### src/rtl/ooo_pkg.sv
// Shared out-of-order core types: tag/data widths and the
// reservation-station entry record.
package ooo_pkg;

   localparam int TAG_W  = 4;
   localparam int DATA_W = 16;
   localparam int OPC_W  = 4;
   localparam int IMM_W  = 8;

   typedef struct packed {
      logic              busy;
      logic [TAG_W-1:0]  rob_idx;
      logic [OPC_W-1:0]  opcode;
      logic [IMM_W-1:0]  imm;
      logic              a_valid;
      logic [DATA_W-1:0] a_value;
      logic [TAG_W-1:0]  a_owner;
      logic              b_valid;
      logic [DATA_W-1:0] b_value;
      logic [TAG_W-1:0]  b_owner;
   } rs_entry_t;

   // An operand still waiting on a producer whose result is on the CDB.
   function automatic logic cdb_hit(
      input logic             op_valid,
      input logic [TAG_W-1:0] op_owner,
      input logic             bus_valid,
      input logic [TAG_W-1:0] bus_tag
   );
      return ~op_valid & bus_valid & (op_owner == bus_tag);
   endfunction

endpackage

### src/rtl/rs_age_picker.sv
// Oldest-ready arbiter: age[i][j] set means entry i is younger
// than entry j, so i wins only when no ready entry is older.
module rs_age_picker #(
   parameter int N = 4
) (
   input  logic [N-1:0]        ready,
   input  logic [N-1:0][N-1:0] age,
   output logic [N-1:0]        grant,
   output logic                valid
);

   always_comb begin
      grant = '0;
      for (int i = 0; i < N; i++) begin
         grant[i] = ready[i] & ~|(age[i] & ready);
      end
   end

   assign valid = |ready;

endmodule

### src/rtl/fxu_res_station.sv
// FXU reservation station: tag-matching wakeup, dispatch bypass
// and oldest-first issue via an age matrix.
module fxu_res_station #(
   parameter int NUM_ENTRIES = 4,
   parameter int TAG_W       = ooo_pkg::TAG_W,
   parameter int DATA_W      = ooo_pkg::DATA_W
) (
   input  logic              clk,
   input  logic              rst,
   input  logic              flush,
   input  logic              disp_valid,
   input  logic [TAG_W-1:0]  disp_rob_idx,
   input  logic [3:0]        disp_opcode,
   input  logic [7:0]        disp_imm,
   input  logic              disp_a_valid,
   input  logic              disp_b_valid,
   input  logic [DATA_W-1:0] disp_a_value,
   input  logic [DATA_W-1:0] disp_b_value,
   input  logic [TAG_W-1:0]  disp_a_owner,
   input  logic [TAG_W-1:0]  disp_b_owner,
   input  logic              cdb_valid,
   input  logic [TAG_W-1:0]  cdb_tag,
   input  logic [DATA_W-1:0] cdb_value,
   output logic              full,
   output logic [2:0]        count,
   output logic              issue_valid,
   input  logic              issue_ready,
   output logic [TAG_W-1:0]  issue_rob_idx,
   output logic [3:0]        issue_opcode,
   output logic [7:0]        issue_imm,
   output logic [DATA_W-1:0] issue_a,
   output logic [DATA_W-1:0] issue_b
);
   import ooo_pkg::*;

   localparam int N     = NUM_ENTRIES;
   localparam int IDX_W = (N > 1) ? $clog2(N) : 1;

   rs_entry_t           ent_q [N];
   rs_entry_t           ent_d [N];
   logic [N-1:0][N-1:0] age_q, age_d;
   logic [2:0]          count_q, count_d;
   logic                full_q, full_d;

   logic [N-1:0]        busy_vec;
   logic [N-1:0]        ready_vec;
   logic [N-1:0]        grant;
   logic                pick_valid;
   logic                iss_fire;
   logic                disp_acc;
   logic [IDX_W-1:0]    free_idx;
   logic [N-1:0]        freed;
   rs_entry_t           new_e;

   always_comb begin
      busy_vec  = '0;
      ready_vec = '0;
      for (int i = 0; i < N; i++) begin
         busy_vec[i]  = ent_q[i].busy;
         ready_vec[i] = ent_q[i].busy & ent_q[i].a_valid
                        & ent_q[i].b_valid;
      end
   end

   rs_age_picker #(.N(N)) u_picker (
      .ready (ready_vec),
      .age   (age_q),
      .grant (grant),
      .valid (pick_valid)
   );

   assign issue_valid = pick_valid & ~rst;
   assign iss_fire    = issue_valid & issue_ready;
   assign disp_acc    = disp_valid & ~full_q & ~flush & ~rst;
   assign freed       = grant & {N{iss_fire}};

   always_comb begin
      issue_rob_idx = '0;
      issue_opcode  = '0;
      issue_imm     = '0;
      issue_a       = '0;
      issue_b       = '0;
      for (int i = 0; i < N; i++) begin
         if (issue_valid && grant[i]) begin
            issue_rob_idx = issue_rob_idx | ent_q[i].rob_idx;
            issue_opcode  = issue_opcode | ent_q[i].opcode;
            issue_imm     = issue_imm | ent_q[i].imm;
            issue_a       = issue_a | ent_q[i].a_value;
            issue_b       = issue_b | ent_q[i].b_value;
         end
      end
   end

   always_comb begin
      free_idx = '0;
      for (int i = N - 1; i >= 0; i--) begin
         if (!busy_vec[i]) free_idx = IDX_W'(i);
      end
   end

   always_comb begin
      new_e         = '0;
      new_e.busy    = 1'b1;
      new_e.rob_idx = disp_rob_idx;
      new_e.opcode  = disp_opcode;
      new_e.imm     = disp_imm;
      new_e.a_owner = disp_a_owner;
      new_e.b_owner = disp_b_owner;
      new_e.a_valid = disp_a_valid;
      new_e.a_value = disp_a_value;
      new_e.b_valid = disp_b_valid;
      new_e.b_value = disp_b_value;
      if (cdb_hit(disp_a_valid, disp_a_owner, cdb_valid, cdb_tag)) begin
         new_e.a_valid = 1'b1;
         new_e.a_value = cdb_value;
      end
      if (cdb_hit(disp_b_valid, disp_b_owner, cdb_valid, cdb_tag)) begin
         new_e.b_valid = 1'b1;
         new_e.b_value = cdb_value;
      end
   end

   always_comb begin
      age_d = age_q;
      for (int i = 0; i < N; i++) begin
         ent_d[i] = ent_q[i];
         if (ent_q[i].busy) begin
            if (cdb_hit(ent_q[i].a_valid, ent_q[i].a_owner,
                        cdb_valid, cdb_tag)) begin
               ent_d[i].a_valid = 1'b1;
               ent_d[i].a_value = cdb_value;
            end
            if (cdb_hit(ent_q[i].b_valid, ent_q[i].b_owner,
                        cdb_valid, cdb_tag)) begin
               ent_d[i].b_valid = 1'b1;
               ent_d[i].b_value = cdb_value;
            end
         end
         if (freed[i]) begin
            ent_d[i].busy = 1'b0;
            for (int r = 0; r < N; r++) age_d[r][i] = 1'b0;
         end
      end
      // Allocation row excludes the entry leaving this same edge.
      if (disp_acc) begin
         ent_d[free_idx] = new_e;
         age_d[free_idx] = busy_vec & ~freed;
      end
      count_d = count_q + 3'(disp_acc) - 3'(iss_fire);
      if (flush) begin
         for (int i = 0; i < N; i++) ent_d[i].busy = 1'b0;
         age_d   = '0;
         count_d = '0;
      end
      full_d = (count_d == 3'(N));
   end

   always_ff @(posedge clk) begin
      if (rst) begin
         for (int i = 0; i < N; i++) ent_q[i] <= '0;
         age_q   <= '0;
         count_q <= '0;
         full_q  <= 1'b0;
      end else begin
         for (int i = 0; i < N; i++) ent_q[i] <= ent_d[i];
         age_q   <= age_d;
         count_q <= count_d;
         full_q  <= full_d;
      end
   end

   assign full  = full_q;
   assign count = count_q;

endmodule

### config.mk
export PLATFORM = sky130hd
export DESIGN_NAME = fxu_res_station
export DESIGN_NICKNAME = d
export VERILOG_FILES = /design/src/rtl/ooo_pkg.sv /design/src/rtl/rs_age_picker.sv /design/src/rtl/fxu_res_station.sv
export SDC_FILE = /design/constraint.sdc
export NUM_CORES = 1
export LEC_CHECK = 0
export ABC_AREA = 1
export CAP_MARGIN = 20
export CORE_AREA = 2 2 123 244
export CTS_CLUSTER_SIZE = 10
export DETAILED_ROUTE_END_ITERATION = 10
export DIE_AREA = 0 0 125 246
export DONT_BUFFER_PORTS = 1
export PLACE_DENSITY = 0.65
export SETUP_SLACK_MARGIN = 0.02
export SLEW_MARGIN = 20
export SYNTH_ARGS = -nofsm -noshare
export SYNTH_HDL_FRONTEND = slang
export SYNTH_SLANG_ARGS = --single-unit
### constraint.sdc
create_clock -name clk -period 2.5 [get_ports clk]
set_clock_uncertainty 0.1 [all_clocks]
set_input_delay 0.125 -clock clk [delete_from_list [all_inputs] [get_ports clk]]
set_output_delay 0.125 -clock clk [all_outputs]
set_load 0.05 [all_outputs]
* Word level (Yosys, flattened, before mapping) *
Memories as Yosys holds them, arrays and structs flattened.
Cells that the tools add are included.

operators by class
  add/sub/neg operators = 2
  order comparisons = 4
  equal/unequal tests = 11
  mux-type cells = 82
  bitwise operators = 77
  reduce and logical (&&, ||, !) cells = 16

operator list
  operator                        count
  17-bit two-way mux              18
  59-bit two-way mux              5
  236-bit bitwise mux             1
  236-bit two-way mux             1
  16-bit two-way mux              9
  59-bit demux with 2-bit select  1
  16-bit OR                       6
  4-bit == test                   10
  1-bit bitwise AND               37
  4-bit two-way mux               9
  8-bit two-way mux               4
  1-bit two-way mux               27
  4-bit bitwise AND               6
  4-bit OR                        6
  8-bit OR                        3
  4-bit OR reduction              5
  16-bit bitwise mux              1
  1-bit inverter                  13
  4-bit demux with 2-bit select   1
  2-bit two-way mux               4
  1-bit logical AND               6
  1-bit logical NOT               4
  4-bit inverter                  1
  1-bit OR                        4
  other kinds (10)                10

word-level totals
  register bits = 20
  bits in writable memories = 236
  input bits = 84
  output and inout port bits = 53
  logic and storage cells = 199
  memories kept = 1

memories
  memory  depth  bits a word  read ports  clocked after Yosys merged registers in  wr ports  line                   text
  ent_q   4      59           4           0                                        4         fxu_res_station.sv:39  rs_entry_t ent_q [N];

* Longest topological paths before layout *
An unclocked memory read counts as a cell.

  depth in word-level cells = 15
  mapped depth = 13
  depth with buffers taken out = 12

* Cells and area by module *
A second synthesis with hierarchy kept.

second synthesis, totals
  cells, all modules = 2117
  area, all modules = 14087.3 sq um

by module, submodules not included
  module           times used  cells each  area an instance (sq um)  seq. area each (sq um)
  fxu_res_station  1           2086        13965.9                   5124.9
  rs_age_picker    1           31          121.4                     0.0

* Least setup slack after synthesis *
No wires, ideal clock.

  kind = register to register
  start point = memory ent_q[3][58] (netlist bit)
  end point = register full_q, in the netlist full
  library setup time = 0.059 ns
  arrival time = 2.139 ns
  required time = 2.341 ns
  slack = 0.201 ns
  cell stages (with the launch flop) = 14
  buffers on the path = 1
  period minus slack after synthesis = 2.299 ns
  cells stage by stage = dfxtp_1 > buf_4 > nand3_1 > nand2_1 > nor2_1 > nor3b_1 > ha_1 > inv_1 > ha_1 > inv_1 > fa_1 > xor2_1 > nor2_1 > and3_1

RTL lines
  element                 line                    text
  start: declaration      fxu_res_station.sv:39
  end signal: assignment  fxu_res_station.sv:168  full_q <= full_d;
  end: declaration        fxu_res_station.sv:43   logic full_q, full_d;

==> flow_summary_export.csv <==
group,metric,value,unit
placement,place_area,15200,sq um
cts,clockBufferDepth,3,
drt,drc,0,
finish,final_area,17400,sq um
placement,gp_congestion,0.955,
flow_run,max_cap_violations,0,
timing,relSlewSlack,50.6,%
setup_path,timing.rr.start,"full",
floorplanning,num_rows,88,
global_routing,antenna_found_initial,2,
timing,tightest_slew,0.738,ns
floorplanning,start_util,49.2,%
logic_synthesis,synth_async_sr_flop_share,0,%
global_routing,grt_usage,35.0,%
logic_synthesis,synthCells,2140,
power_and_ir_drop,cellLeakagePower,7.36,nW
drt,ant_nets,0,
cts,clock_sinks,256,
cts,path_clk_slew,0.06,ns
logic_synthesis,synth_edf_count,0,
setup_path,critPathMaxFanout,27,
timing,finalHoldViolations,0,
global_routing,grt_max_degree,91,
cts,clk_latency,0.57,ns
logic_synthesis,synth_top_area_cell,"dfxtp_1",
timing,fin_crit_sh,98.1,%
power_and_ir_drop,p_per_area,506,nW/um^2
floorplanning,die_h,246,um
cts,htree_levels,1,
logic_synthesis,ys.flop_type,"dfxtp_1",
finish,nets,2314,
finish,seqCellArea,5130,sq um
finish,final_common_cell,"nand2_1",
min_path,whs_path_depth,7,
logic_synthesis,syn_area,14200,sq um
min_path,holdPathEnd,"ent_q[1][12]",
cts,cts_buffers,29,
finish,fillerInstances,2753,
setup_path,arrival,2.23,ns
timing,fin_crit,2.45,ns
global_routing,grt_pass1_vias,15500,
drt,routed_wl,55200,um
power_and_ir_drop,peakVddDrop,0.580,mV
drt,avgRoutedWirePerCell,21.3,um
logic_synthesis,syn_nets,2227,
min_path,min_from,"cdb_tag[0]",
outcome,status,"completed",
floorplanning,core-area,28800,sq um
floorplanning,io_pins,137,
logic_synthesis,seq_area_frac_synth,36.1,%
drt,post_drt_via_cell_ratio,6.10,
placement,dp_hpwl,32700,um
timing,setup_tns,0,ns
logic_synthesis,syn_avg_cell_area,6.64,sq um
drt,first_pass_iters,6,
timing,finalSetupViolCount,0,
min_path,hold_class,"input pin to flip-flop",
cts,tritoncts,"done",
finish,multi_input_area,7980,sq um
setup_path,reg2reg_depth,9,
setup_path,worstSetupPathType,"flip-flop to output port",
logic_synthesis,synth-seq-cells,256,
logic_synthesis,synth_area_leaders,"dfxtp_1 36%, nand3_1 13%, nand2_1 12%, nor2_1 10%, nand4_1 8.2%",
drt,vias,15800,
global_routing,grt_pass1_wl,85500,um
global_routing,grt_overflow,0,
setup_path,rrSetupSlack,0.17,ns
logic_synthesis,yosys_warnings,0,
finish,drive_above_1_share,12.4,%
finish,mostFrequentLayoutCells,"455 x nand2_1, 383 x nor2_1, 367 x nand3_1, 248 x dfxtp_1, 187 x nand4_1",
finish,syn_to_final_growth,22.8,%
cts,root_buffer,"clkbuf_16",
logic_synthesis,synth_cell_types,34,
setup_path,worstPathRequired,2.28,ns
logic_synthesis,synth_top_area_share,36.1,%
placement,numPortBuffers,0,
timing,finalMaxSlewViolations,0,
timing,clock.fmax,408,MHz
drt,drt-initial-drc-count,1354,
floorplanning,die_w,125,um
setup_path,start_kind,"flip-flop",
timing,rsz0062_at_grt,"yes",
setup_path,endpoint_kind,"output port",
floorplanning,dieArea,30800,sq um
[area by class of cell]
class / count / area share (%)
clock buffer: 29 / 4.16
antenna: 2 / 0.0287
multi-input combinational: 1643 / 45.8
timing repair buffer: 238 / 16.4
tap: 360 / 2.58
clock inverter: 2 / 0.222
sequential: 256 / 29.5
inverter: 59 / 1.38
[routing by layer]
layer  track usage, %  vias to the layer above  routed length [um]
met5                0                        -                   0
met1             37.7                     7307               18700
met4             32.2                        0                5530
met2             58.4                      866               26400
li1                 -                     7339                   -
met3             5.34                      290                4490
[through the flow]
step,cells,setup slack (ns),utilization [%],hold WS [ns],total power [mW]
detailed placement,2435,0.0898,52.6,0.103,4.87
global placement,2435,0.137,52.6,0.0980,4.86
floorplan,2140,0.201,-,0.160,4.75
global route,2589,0.00824,60.4,0.0340,9.04
finish,2589,0.0464,60.4,0.0120,8.83
CTS,2591,0.000189,60.4,0.00634,8.82
[synth_stat cells, types with 4 or more instances]
cell	instances
nor2_1	391
buf_4	25
inv_1	51
nor2_4	21
xnor2_2	6
o21ai_0	84
buf_6	15
dfxtp_1	256
buf_2	91
nand3_4	8
nand4_1	187
nor2_2	4
clkbuf_1	49
a21oi_1	53
nand3_1	378
a21oi_2	7
nand2_1	462
nand2_2	20
[report_power, final]
part / total, mW / switching [mW] / leakage [nW] / internal (mW)
clock: 3.82 / 1.68 / 0.376 / 2.13
combinational: 0.844 / 0.576 / 4.91 / 0.268
sequential: 4.17 / 0.0308 / 2.07 / 4.14
[worst max path at each step]
stage / from / endpoint / slack (ns)
floorplan: ent_q[3][58] / full / 0.20
global placement: ent_q[1][41] / full / 0.14
detailed placement: ent_q[1][41] / full / 0.09
CTS: ent_q[1][58] / issue_a[15] / 0.0002
global route: ent_q[1][58] / issue_b[2] / 0.008
finish: ent_q[2][58] / issue_a[8] / 0.05
[cells by family after synthesis]
logic type,synth area share [%]
xor gates and xnor gates,0.934
and+or+nand+nor,48.4
AOI/OAI and AO/OA,5.60
adders and majority gates,0.317
buffers and inverters,8.68
DFF,36.1
[critical path, stage by stage, from the launching register on]
cell,delay [ns]
dfxtp_1,0.32
buf_4,0.19
nand4_1,0.08
nand2_1,0.09
nor2_4,0.16
buf_8,0.29
nand3_1,0.11
nand4_1,0.25
buf_12,0.18
[what timing repair did]
action                     CTS  global route
hold buffers               110             0
cloned                       6             0
hold endpoints to repair   255             0
setup endpoints to repair   48            68
setup buffers                9             0
pin swaps                    7            16
resized for setup           29            30
Note: power is estimated with default switching activity, not from simulation.
